[config.mk]
export PLATFORM = sky130hd
export DESIGN_NAME = instruction_fetch
export DESIGN_NICKNAME = d
export VERILOG_FILES = /design/src/rtl/instruction_fetch.sv
export SDC_FILE = /design/constraint.sdc
export NUM_CORES = 1
export LEC_CHECK = 0
export CORE_ASPECT_RATIO = 1.5
export CORE_UTILIZATION = 44
export CTS_BUF_LIST = sky130_fd_sc_hd__clkbuf_8
export DETAILED_ROUTE_END_ITERATION = 10
export PLACE_DENSITY = 0.79
export SYNTH_ARGS = -nofsm -noshare
export SYNTH_HDL_FRONTEND = slang
export SYNTH_SLANG_ARGS = --single-unit
[constraint.sdc]
create_clock -name clk -period 2.3 [get_ports clk]
set_clock_uncertainty 0.2 [all_clocks]
set_input_delay 0.23 -clock clk [delete_from_list [all_inputs] [get_ports clk]]
set_output_delay 0.23 -clock clk [all_outputs]
set_load 0.03 [all_outputs]
[src/rtl/instruction_fetch.sv]
`default_nettype none
// ============================================================================
// Module      : instruction_fetch
// Description : Clocked fetch stage. Synchronises the program counter's
//               request, reads program memory, splits the word into an
//               MC14500B opcode/operand and offers it downstream on a
//               4-phase req/ack handshake.
// Revision    : 1.0 - initial release
// ============================================================================
module instruction_fetch #(
    parameter int ADDR_WIDTH  = 8,
    parameter int DATA_WIDTH  = 8,
    parameter int SYNC_STAGES = 2
) (
    input  logic                  clk,
    input  logic                  reset,
    input  logic                  req_prev,
    output logic                  ack_prev,
    input  logic [ADDR_WIDTH-1:0] address_in,
    output logic [ADDR_WIDTH-1:0] mem_addr,
    output logic                  mem_en,
    input  logic [DATA_WIDTH-1:0] mem_data,
    output logic [3:0]            opcode,
    output logic [DATA_WIDTH-5:0] operand,
    output logic                  req_next,
    input  logic                  ack_next
);

    typedef enum logic [2:0] {
        S_IDLE  = 3'd0,
        S_FETCH = 3'd1,
        S_LATCH = 3'd2,
        S_OFFER = 3'd3,
        S_DRAIN = 3'd4
    } state_t;

    logic [SYNC_STAGES-1:0] r_req_sync;
    logic [SYNC_STAGES-1:0] r_ack_sync;
    logic                   w_req_s;
    logic                   w_ack_s;

    state_t                 r_state;
    state_t                 w_state_nxt;
    logic [ADDR_WIDTH-1:0]  r_mem_addr;
    logic [ADDR_WIDTH-1:0]  w_mem_addr_nxt;
    logic                   r_mem_en;
    logic                   w_mem_en_nxt;
    logic [3:0]             r_opcode;
    logic [3:0]             w_opcode_nxt;
    logic [DATA_WIDTH-5:0]  r_operand;
    logic [DATA_WIDTH-5:0]  w_operand_nxt;
    logic                   r_req_next;
    logic                   w_req_next_nxt;
    logic                   r_ack_prev;
    logic                   w_ack_prev_nxt;

    // Both handshake inputs come from other timing domains.
    always_ff @(posedge clk or posedge reset) begin
        if (reset) begin
            r_req_sync <= '0;
            r_ack_sync <= '0;
        end else begin
            r_req_sync <= {r_req_sync[SYNC_STAGES-2:0], req_prev};
            r_ack_sync <= {r_ack_sync[SYNC_STAGES-2:0], ack_next};
        end
    end

    assign w_req_s = r_req_sync[SYNC_STAGES-1];
    assign w_ack_s = r_ack_sync[SYNC_STAGES-1];

    always_ff @(posedge clk or posedge reset) begin
        if (reset) begin
            r_state    <= S_IDLE;
            r_mem_addr <= '0;
            r_mem_en   <= 1'b0;
            r_opcode   <= '0;
            r_operand  <= '0;
            r_req_next <= 1'b0;
            r_ack_prev <= 1'b0;
        end else begin
            r_state    <= w_state_nxt;
            r_mem_addr <= w_mem_addr_nxt;
            r_mem_en   <= w_mem_en_nxt;
            r_opcode   <= w_opcode_nxt;
            r_operand  <= w_operand_nxt;
            r_req_next <= w_req_next_nxt;
            r_ack_prev <= w_ack_prev_nxt;
        end
    end

    // Outputs are computed for the state being entered, so each is a flop.
    always_comb begin
        w_state_nxt    = r_state;
        w_mem_addr_nxt = r_mem_addr;
        w_mem_en_nxt   = 1'b0;
        w_opcode_nxt   = r_opcode;
        w_operand_nxt  = r_operand;
        w_req_next_nxt = r_req_next;
        w_ack_prev_nxt = r_ack_prev;
        case (r_state)
            S_IDLE: begin
                if (w_req_s) begin
                    w_mem_addr_nxt = address_in;
                    w_mem_en_nxt   = 1'b1;
                    w_state_nxt    = S_FETCH;
                end
            end
            S_FETCH: begin
                w_state_nxt = S_LATCH;
            end
            S_LATCH: begin
                w_opcode_nxt   = mem_data[DATA_WIDTH-1 -: 4];
                w_operand_nxt  = mem_data[DATA_WIDTH-5:0];
                w_req_next_nxt = 1'b1;
                w_ack_prev_nxt = 1'b1;
                w_state_nxt    = S_OFFER;
            end
            S_OFFER: begin
                if (w_ack_s) begin
                    w_req_next_nxt = 1'b0;
                    w_state_nxt    = S_DRAIN;
                end
            end
            S_DRAIN: begin
                // Both sides must return to zero before the next request is seen.
                if (!w_req_s && !w_ack_s) begin
                    w_ack_prev_nxt = 1'b0;
                    w_state_nxt    = S_IDLE;
                end
            end
            default: begin
                w_state_nxt = S_IDLE;
            end
        endcase
    end

    assign mem_addr = r_mem_addr;
    assign mem_en   = r_mem_en;
    assign opcode   = r_opcode;
    assign operand  = r_operand;
    assign req_next = r_req_next;
    assign ack_prev = r_ack_prev;

endmodule
`default_nettype wire
==> summary.txt, run 1 <==
Cells and area
  – Final Net Count: 124
  – Fin area: 1430 um^2
  – Fill cells: 153
  – Commonest cells after routing, fill and taps aside: 38 x clkdlybuf4s50_1, 26 x dfrtp_1, 16 x mux2_2
  – Share of cells above drive strength 1: 23.5%
  – Area grow syn2layout: 44.6%
  – # diodes: 0
  – Commonest non-fill, non-tap cell in the layout: clkdlybuf4s50_1

Timing
  – Max Freq: 559 MHz
  – Slew @ Worst Pin: a little under 0.6 ns
  – Min Clock Period, post-route: roughly 1.8 ns
  – Worst rel slew slack: around three fifths
  – Setup TNS: 0 ns
  – Unrepaired setup endpoints after global routing: no
  – Final Hold Viols: 0
  – Fin Hold WS: 0.116 ns
  – Max-slew violation count: 0
  – Final setup viols: 0
  – Final WS setup: ~0.5 ns
  – Final period util: 77.8%

Global routing
  – Vias in the first global route: between 600 and 700
  – Initial antenna violation count: 0
  – First-pass GRT wire length: 2640 um
  – GRT Overall Usage: 15.9%
  – Largest net degree at the start of global routing: 27
  – GRT Residual Overflow: 0

Critical path
  – Top delay family on crit path: simple AND/OR/NAND/NOR gates
  – Worst setup EP type: flip-flop
  – CP endpoint: mem_addr[7]$_DFFE_PP0P_
  – Critical path fanouts, max: 9
  – CP cell instances: nor4b_4 -> mux2_2
  – CP max-delay cell: nor4b_4
  – CP Launch Type: flip-flop
  – Worst setup path startpoint: r_state[0]$_DFFE_PP0P_
  – FF-to-FF End: mem_addr[7]$_DFFE_PP0P_
  – Launch point of the worst reg-to-reg path: r_state[0]$_DFFE_PP0P_
  – CP Class: reg2reg
  – FF-to-FF path depth: 2
  – Worst path max stage delay: 0.61 ns
  – WP depth: 2
  – FF-to-FF setup slack: between 0.5 and 0.6 ns
  – Worst Path Arrival: between 1.5 and 2 ns
  – Worst path bufs/invs: 0
  – WP data required: 2.24 ns

Pwr
  – Internal power: between 1000 and 1500 uW
  – Switch share: a little under two fifths
  – Sw Pwr: 769 uW
  – Comb pwr share: 50.7%
  – Worst VDD drop: 0.000971 V
  – Pleak: roughly 0.00060 uW
  – Clock power share: 11.3%
  – Part of the power in registers: 38.0%
  – Pwr dens: 1440 nW/um^2

Hold path
  – HP Class: in2async

Clock tree
  – Post-CTS Hold Buffers: 0
  – Clk_lat worst skew: 0.26 ns
  – Root Driver: clkbuf_8
  – CTS buffer count: 3
  – CTS resizes: 0
  – CTS Buffer Depth: 2
  – Post-CTS setup buffers: 0
  – H-tree depth: 1
  – CTS tree: done
  – Worst-path clk slew: 0.08 ns
  – Clk sinks: 26

Yosys
  – Mapped cell area: 987 um^2
  – Distinct cells, synth: 20
  – Yosys reg bits: 26
  – Syn_nets: 82
  – Post-Syn Instances: 62
  – Synth warn: 0
  – Sequential area share after synthesis: 65.9%
  – Synth Area per Inst: 15.9 um^2

Floorplan
  – Starting Density: 47.5%
  – Rows: 20
  – CORE AREA: 2080 um^2
  – Die height: 60.0 um
  – Die Footprint: approximately 2400 um^2
  – Ports: 39
  – Die Wd: roughly 41 um

Drt
  – Post-Route WL: 1610 um
  – Via-to-Cell Ratio: 5.16
  – TritonRoute pass-1 iters: 2
  – Post-DRT Antenna Nets: 0
  – DRT iter0 DRCs: 8
  – DR vias: 640
  – Drt drc: 0
  – WL/cell: 12.9 um

Placed design
  – GP Congestion: 0.652
  – PortBufs: 38
  – Hpwl dp: 1240 um
  – Dpl ws: 0.499 ns
  – Placed Area: between 1000 and 1500 um^2

Flow run
  – Max-cap violations: 0

Outcome
  – Status: finished clean
-- per-layer routing --
metal | vias up | share of wire [%] | global-route usage [%]
met2 | 15 | 58 | 25.9
li1 | 297 | - | -
met5 | - | 0 | 0
met3 | 2 | 2.8 | 3.35
met4 | 0 | 0.56 | 5.71
met1 | 326 | 39 | 20.2
-- worst min path at each step --
stage / from / endpoint / slack, ns / cells after the start
finish: reset / ack_prev$_DFFE_PP0P_ / 0.12 / 3
global route: reset / ack_prev$_DFFE_PP0P_ / 0.16 / 3
CTS: reset / opcode[1]$_DFFE_PP0P_ / 0.13 / 3
detailed placement: r_ack_sync[0]$_DFF_PP0_ / r_ack_sync[1]$_DFF_PP0_ / 0.14 / 0
global placement: r_req_sync[0]$_DFF_PP0_ / r_req_sync[1]$_DFF_PP0_ / 0.13 / 0
floorplan: ack_next / r_ack_sync[0]$_DFF_PP0_ / 0.06 / 0
-- cell type report --
type	instances	area, um^2	share of cell area [%]
Clock buffer	3	41.3	2.89
Inverter	2	7.51	0.526
Multi-Input combinational cell	31	305	21.4
Sequential cell	26	651	45.6
Tap cell	22	27.5	1.93
Timing Repair Buffer	40	395	27.7
-- logic make-up (layout without fill, tap and decap cells) --
group                  count (synthesis)  after routing  synth area share, %
flip-flops                            26             26                 65.9
buffers and inverters                  5             45                 3.17
AND/OR/NAND/NOR                        8              8                 7.73
AO/OA/AOI/OAI                          7              7                 4.94
multiplexers                          16             16                 18.3
-- sequential cells by signal (all words and copies together) (netlist names) --
register / count
r_state: 3
r_ack_sync: 2
mem_en: 1
req_next: 1
r_req_sync: 2
mem_addr: 8
ack_prev: 1
opcode: 4
operand: 4
-- worst min-delay path, stage by stage --
cell and delay, ns:
clkdlybuf4s50_1 0.40, inv_1 0.05, buf_4 0.29
-- power by group through the flow --
stage	sequential (uW)	combinational (uW)	clock, uW
final	782	1040	234
after floorplan	1070	385	0
after global routing	815	1100	260
after global placement	784	1040	0
after detailed placement	796	1050	0
after CTS	786	1060	247
-- through the flow --
stage	total power [uW]	cells	util, %
finish	2060	124	68.7
global route	2180	124	68.7
CTS	2090	124	68.7
detailed placement	1850	121	66.7
global placement	1830	121	66.7
floorplan	1450	62	-
-- synthesized netlist by cell type (all sizes together) --
cell type,number,area [um^2]
o21bai,2,15.0
dfrtp,26,651
inv,2,7.51
a21oi,1,5.00
nand3b,1,7.51
a31oi,1,6.26
buf,3,23.8
and2,1,7.51
o22ai,1,6.26
a21o,1,7.51
a211o,1,8.76
nor3b,1,7.51
mux2,16,180
nor2,1,3.75
or4b,1,10.0
or3b,1,8.76
or2b,1,7.51
nor4b,1,23.8
Power figures use the tool's default switching activity.
==> inputs of run 2 (changes only) <==
==> constraint.sdc (replaced) <==
create_clock -name clk -period 1.8 [get_ports clk]
set_clock_uncertainty 0.2 [all_clocks]
set_input_delay 0.18 -clock clk [delete_from_list [all_inputs] [get_ports clk]]
set_output_delay 0.18 -clock clk [all_outputs]
set_load 0.03 [all_outputs]
==> run 2 against run 1 <==
Routed wire length grew 7.7%. Sequential power is 27% higher. Utilization up 1.8 points. Largest cell class unchanged. Count of clock-buffer cells in the layout did not move. Sequential cell count did not move. Register-to-register slack got worse by 0.34 ns. Highest routed layer unchanged. Critical endpoint is now opcode[1]. Setup slack lost 0.40 ns.
==> summary.txt, run 2 (synthesis results as in run 1) <==
Outcome
  – Status: finished clean

Global routing
  – GRT Residual Overflow: 0
  – GRT Overall Usage: around 17%
  – Vias in the first global route: 685
  – First-pass GRT wire length: 2840 um
  – Largest net degree at the start of global routing: 27
  – Initial antenna violation count: 0

Floorplan
  – Die Footprint: ~2400 um^2
  – Die Wd: 40.7 um
  – Rows: 20
  – CORE AREA: 2080 um^2
  – Die height: 60.0 um
  – Ports: 39
  – Starting Density: a little under half

Clock tree
  – Post-CTS setup buffers: 0
  – Clk_lat worst skew: about 0.26 ns
  – Post-CTS Hold Buffers: 0
  – H-tree depth: 1
  – CTS buffer count: 3
  – CTS tree: done
  – Worst-path clk slew: 0.09 ns
  – Clk sinks: 26
  – CTS resizes: 0
  – CTS Buffer Depth: 2
  – Root Driver: clkbuf_8

Cells and area
  – Commonest cells after routing, fill and taps aside: 38 x clkdlybuf4s50_1, 26 x dfrtp_1, 16 x mux2_2
  – Fill cells: 159
  – Final Net Count: between 100 and 150
  – Commonest non-fill, non-tap cell in the layout: clkdlybuf4s50_1
  – Max reg flops: 8
  – Area grow syn2layout: 48.4%
  – Share of cells above drive strength 1: 25.0%
  – Register area: 651 um^2
  – Area occupied by multi-input gates: around 300 um^2
  – # diodes: 0

Timing
  – Final Hold Viols: 0
  – Final period util: a little over nine tenths
  – Max-slew violation count: 0
  – Slew @ Worst Pin: between 0.3 and 0.4 ns
  – Max Freq: 592 MHz
  – Min Clock Period, post-route: 1.69 ns
  – Worst rel slew slack: 78.0%
  – Setup TNS: 0 ns
  – Final setup viols: 0
  – Final WS setup: 0.112 ns
  – Unrepaired setup endpoints after global routing: no

Critical path
  – FF-to-FF End: mem_addr[5]$_DFFE_PP0P_
  – Top delay family on crit path: buffers and inverters
  – CP Class: reg2out
  – CP Launch Type: flip-flop
  – Worst path bufs/invs: 1
  – CP max-delay cell: clkdlybuf4s50_1
  – Worst setup EP type: primary output
  – Critical path fanouts, max: 2
  – Worst Path Arrival: ~1.3 ns
  – Worst setup path startpoint: opcode[1]$_DFFE_PP0P_
  – FF-to-FF setup slack: 0.17 ns
  – CP endpoint: opcode[1]
  – CP cell instances: clkdlybuf4s50_1
  – Launch point of the worst reg-to-reg path: r_state[1]$_DFFE_PP0P_
  – WP depth: 1
  – Worst path max stage delay: 0.68 ns
  – FF-to-FF path depth: 3
  – WP data required: about 1.4 ns

Drt
  – DR vias: 631
  – Post-Route WL: 1730 um
  – TritonRoute pass-1 iters: 4
  – WL/cell: 13.7 um
  – Drt drc: 0
  – Via-to-Cell Ratio: about 5.0
  – DRT iter0 DRCs: 17
  – Post-DRT Antenna Nets: 0

Placed design
  – Hpwl dp: 1350 um
  – PortBufs: 38
  – Dpl ws: 0.181 ns
  – GP Congestion: just over 0.7

Hold path
  – HP Class: in2async

Pwr
  – Worst VDD drop: between 0.001 and 0.0015 V
  – Pleak: 0.000615 uW
  – Pwr dens: 1920 nW/um^2

Flow run
  – Max-cap violations: 0
[run 2: changes by cell type in the layout (fill, tap and decap cells not counted), sizes merged]
cell	delta
buf	+1
bufinv	+1
[run 2: per-stage QoR]
step	utilization, %	area [um^2]	hold WS [ns]	total power [uW]	std cells
finish	70.5	1470	0.0535	2810	126
global route	70.5	1470	0.0985	2960	126
CTS	70.5	1470	0.0620	2850	126
detailed placement	67.1	1390	0.136	2380	122
global placement	67.1	1390	0.133	2340	122
floorplan	-	987	0.0114	1850	62
[run 2: per-layer routing]
metal | vias up | track usage (%) | share of wire [%]
met5 | - | 0 | 0
met4 | 0 | 8.10 | 0.81
met3 | 2 | 2.23 | 2.3
met2 | 13 | 30.6 | 59
met1 | 313 | 18.3 | 37
li1 | 303 | - | -
[run 2: how the worst min path moves through the flow]
stage	from	end
final	reset	operand[2]$_DFFE_PP0P_
after global routing	reset	mem_addr[1]$_DFFE_PP0P_
after CTS	reset	opcode[0]$_DFFE_PP0P_
after detailed placement	r_req_sync[0]$_DFF_PP0_	r_req_sync[1]$_DFF_PP0_
after global placement	r_ack_sync[0]$_DFF_PP0_	r_ack_sync[1]$_DFF_PP0_
after floorplan	ack_next	r_ack_sync[0]$_DFF_PP0_
[run 2: where the power goes]
group          internal (uW)  switching, uW  total [uW]
clock network            297            170         467
registers                827            171         997
logic                    682            668        1350
[run 2: final cells by class]
class,instances,share of cell area (%)
Sequential cell,26,44.4
Timing Repair Buffer,41,27.5
Multi-Input combinational cell,31,20.8
Clock buffer,3,2.82
Clock inverter,1,2.05
Tap cell,22,1.88
Inverter,2,0.512
[run 2: tightest hold or removal path, cell delays in order]
cell and delay (ns):
clkdlybuf4s50_1 0.39, inv_1 0.05, buf_4 0.30
==> inputs of run 3 (changes only) <==
--- a/config.mk
+++ b/config.mk
@@ -9,7 +9,8 @@
 export CORE_UTILIZATION = 44
 export CTS_BUF_LIST = sky130_fd_sc_hd__clkbuf_8
 export DETAILED_ROUTE_END_ITERATION = 10
-export PLACE_DENSITY = 0.79
+export PLACE_DENSITY = 0.89
 export SYNTH_ARGS = -nofsm -noshare
 export SYNTH_HDL_FRONTEND = slang
 export SYNTH_SLANG_ARGS = --single-unit
+export TNS_END_PERCENT = 5
==> run 3 against run 2 <==
Worst hold slack improved by 0.0052 ns. Power fell by 5.1%. Sequential share of layout area increased by 0.93 points. Setup slack gained 0.0030 ns. Largest power group unchanged. Largest cell class unchanged. Global-route usage grew 2.8 points. Combinational power barely moved. Maximum frequency up 0.18%. Clock power fell by 33%. Critical path type unchanged. Utilization decreased by 1.4 points.
==> summary.txt, run 3 (synthesis results as in run 1) <==
Timing
  – Fin Hold WS: around 0.059 ns
  – Final period util: 93.6%
  – Slew @ Worst Pin: ~0.33 ns
  – Setup TNS: 0 ns
  – Min Clock Period, post-route: 1.68 ns
  – Final setup viols: 0
  – Max Freq: 594 MHz
  – Unrepaired setup endpoints after global routing: no
  – Worst rel slew slack: about 78%
  – Max-slew violation count: 0
  – Final Hold Viols: 0

Hold path
  – HP Class: in2async

Cells and area
  – Area grow syn2layout: 45.4%
  – Max reg flops: 8
  – Commonest cells after routing, fill and taps aside: 38 x clkdlybuf4s50_1, 26 x dfrtp_1, 16 x mux2_2
  – # diodes: 0
  – Share of cells above drive strength 1: 24.3%
  – Commonest non-fill, non-tap cell in the layout: clkdlybuf4s50_1
  – Final Net Count: ~130
  – Fin area: 1440 um^2
  – Fill cells: 154

Critical path
  – Worst path bufs/invs: 1
  – FF-to-FF setup slack: ~0.17 ns
  – Worst path max stage delay: 0.67 ns
  – Launch point of the worst reg-to-reg path: r_state[0]$_DFFE_PP0P_
  – CP cell instances: clkdlybuf4s50_1
  – FF-to-FF path depth: 3
  – CP Class: reg2out
  – Worst Path Arrival: 1.30 ns
  – WP data required: 1.42 ns
  – Top delay family on crit path: buffers and inverters
  – Worst setup EP type: primary output
  – Critical path fanouts, max: 2
  – CP Launch Type: flip-flop
  – WP depth: 1
  – CP max-delay cell: clkdlybuf4s50_1
  – FF-to-FF End: mem_addr[2]$_DFFE_PP0P_

Clock tree
  – H-tree depth: 1
  – Root Driver: clkbuf_8
  – CTS resizes: 0
  – Post-CTS Hold Buffers: 0
  – CTS buffer count: 3
  – CTS tree: done
  – Worst-path clk slew: 0.08 ns
  – Clk sinks: 26
  – CTS Buffer Depth: 2
  – Clk_lat worst skew: roughly 0.26 ns
  – Post-CTS setup buffers: 0

Drt
  – TritonRoute pass-1 iters: 2
  – Drt drc: 0
  – WL/cell: between 15 and 20 um
  – Via-to-Cell Ratio: between 5 and 6
  – Post-DRT Antenna Nets: 0
  – DRT iter0 DRCs: 19
  – DR vias: ~640
  – Post-Route WL: 1910 um

Floorplan
  – Ports: 39
  – Die height: about 60 um
  – Starting Density: 47.5%
  – Die Wd: 40.7 um
  – CORE AREA: 2080 um^2
  – Rows: 20
  – Die Footprint: about 2400 um^2

Global routing
  – Largest net degree at the start of global routing: 27
  – Vias in the first global route: between 600 and 700
  – Initial antenna violation count: 0
  – GRT Residual Overflow: 0
  – GRT Overall Usage: between 10% and 20%
  – First-pass GRT wire length: 3090 um

Placed design
  – GP Congestion: 0.685
  – Placed Area: 1390 um^2
  – PortBufs: 38
  – Hpwl dp: roughly 1400 um

Pwr
  – Pwr dens: 1860 nW/um^2
  – Pleak: 0.000601 uW
  – Final Power: 2670 uW
  – Worst VDD drop: 0.00102 V

Outcome
  – Status: finished clean

Flow run
  – Max-cap violations: 0
-- run 3: changes by cell type in the layout (fill, tap and decap cells not counted) --
cell       delta
bufinv_16     -1
-- run 3: report_power, final --
part / leakage [uW] / switching [uW] / internal, uW
combinational: 0.000274 / 671 / 682
clock: 0.0000216 / 163 / 150
sequential: 0.000306 / 178 / 827
-- run 3: worst max-delay path by stage --
stage                     slack, ns                     from                 endpoint
final                          0.12  mem_addr[4]$_DFFE_PP0P_              mem_addr[4]
after global routing           0.06   r_state[1]$_DFFE_PP0P_   operand[0]$_DFFE_PP0P_
after CTS                      0.09   operand[1]$_DFFE_PP0P_               operand[1]
after detailed placement       0.18   r_state[0]$_DFFE_PP0P_     ack_prev$_DFFE_PP0P_
after global placement         0.21   r_state[0]$_DFFE_PP0P_  mem_addr[0]$_DFFE_PP0P_
after floorplan                0.14   r_state[0]$_DFFE_PP0P_  mem_addr[0]$_DFFE_PP0P_
-- run 3: cell type report --
| class | count | area (um^2) | area share (%) |
|---|---|---|---|
| Tap cell | 22 | 27.5 | 1.92 |
| Sequential cell | 26 | 651 | 45.3 |
| Multi-Input combinational cell | 31 | 305 | 21.3 |
| Clock buffer | 3 | 41.3 | 2.88 |
| Inverter | 2 | 7.51 | 0.523 |
| Timing Repair Buffer | 41 | 403 | 28.1 |
-- run 3: metal layers --
layer  vias up  wire, um  global-route usage (%)
met3         4        55                    5.58
met2        13      1110                    32.4
met5         -         0                       0
met1       327       713                    22.4
li1        299         -                       -
met4         0        31                    10.0
-- run 3: per-stage QoR --
| step | utilization (%) | worst slack (ns) | std cells |
|---|---|---|---|
| floorplan | - | 0.140 | 62 |
| global placement | 67.1 | 0.212 | 122 |
| detailed placement | 67.1 | 0.180 | 122 |
| CTS | 69.1 | 0.0938 | 125 |
| global route | 69.1 | 0.0633 | 125 |
| finish | 69.1 | 0.115 | 125 |
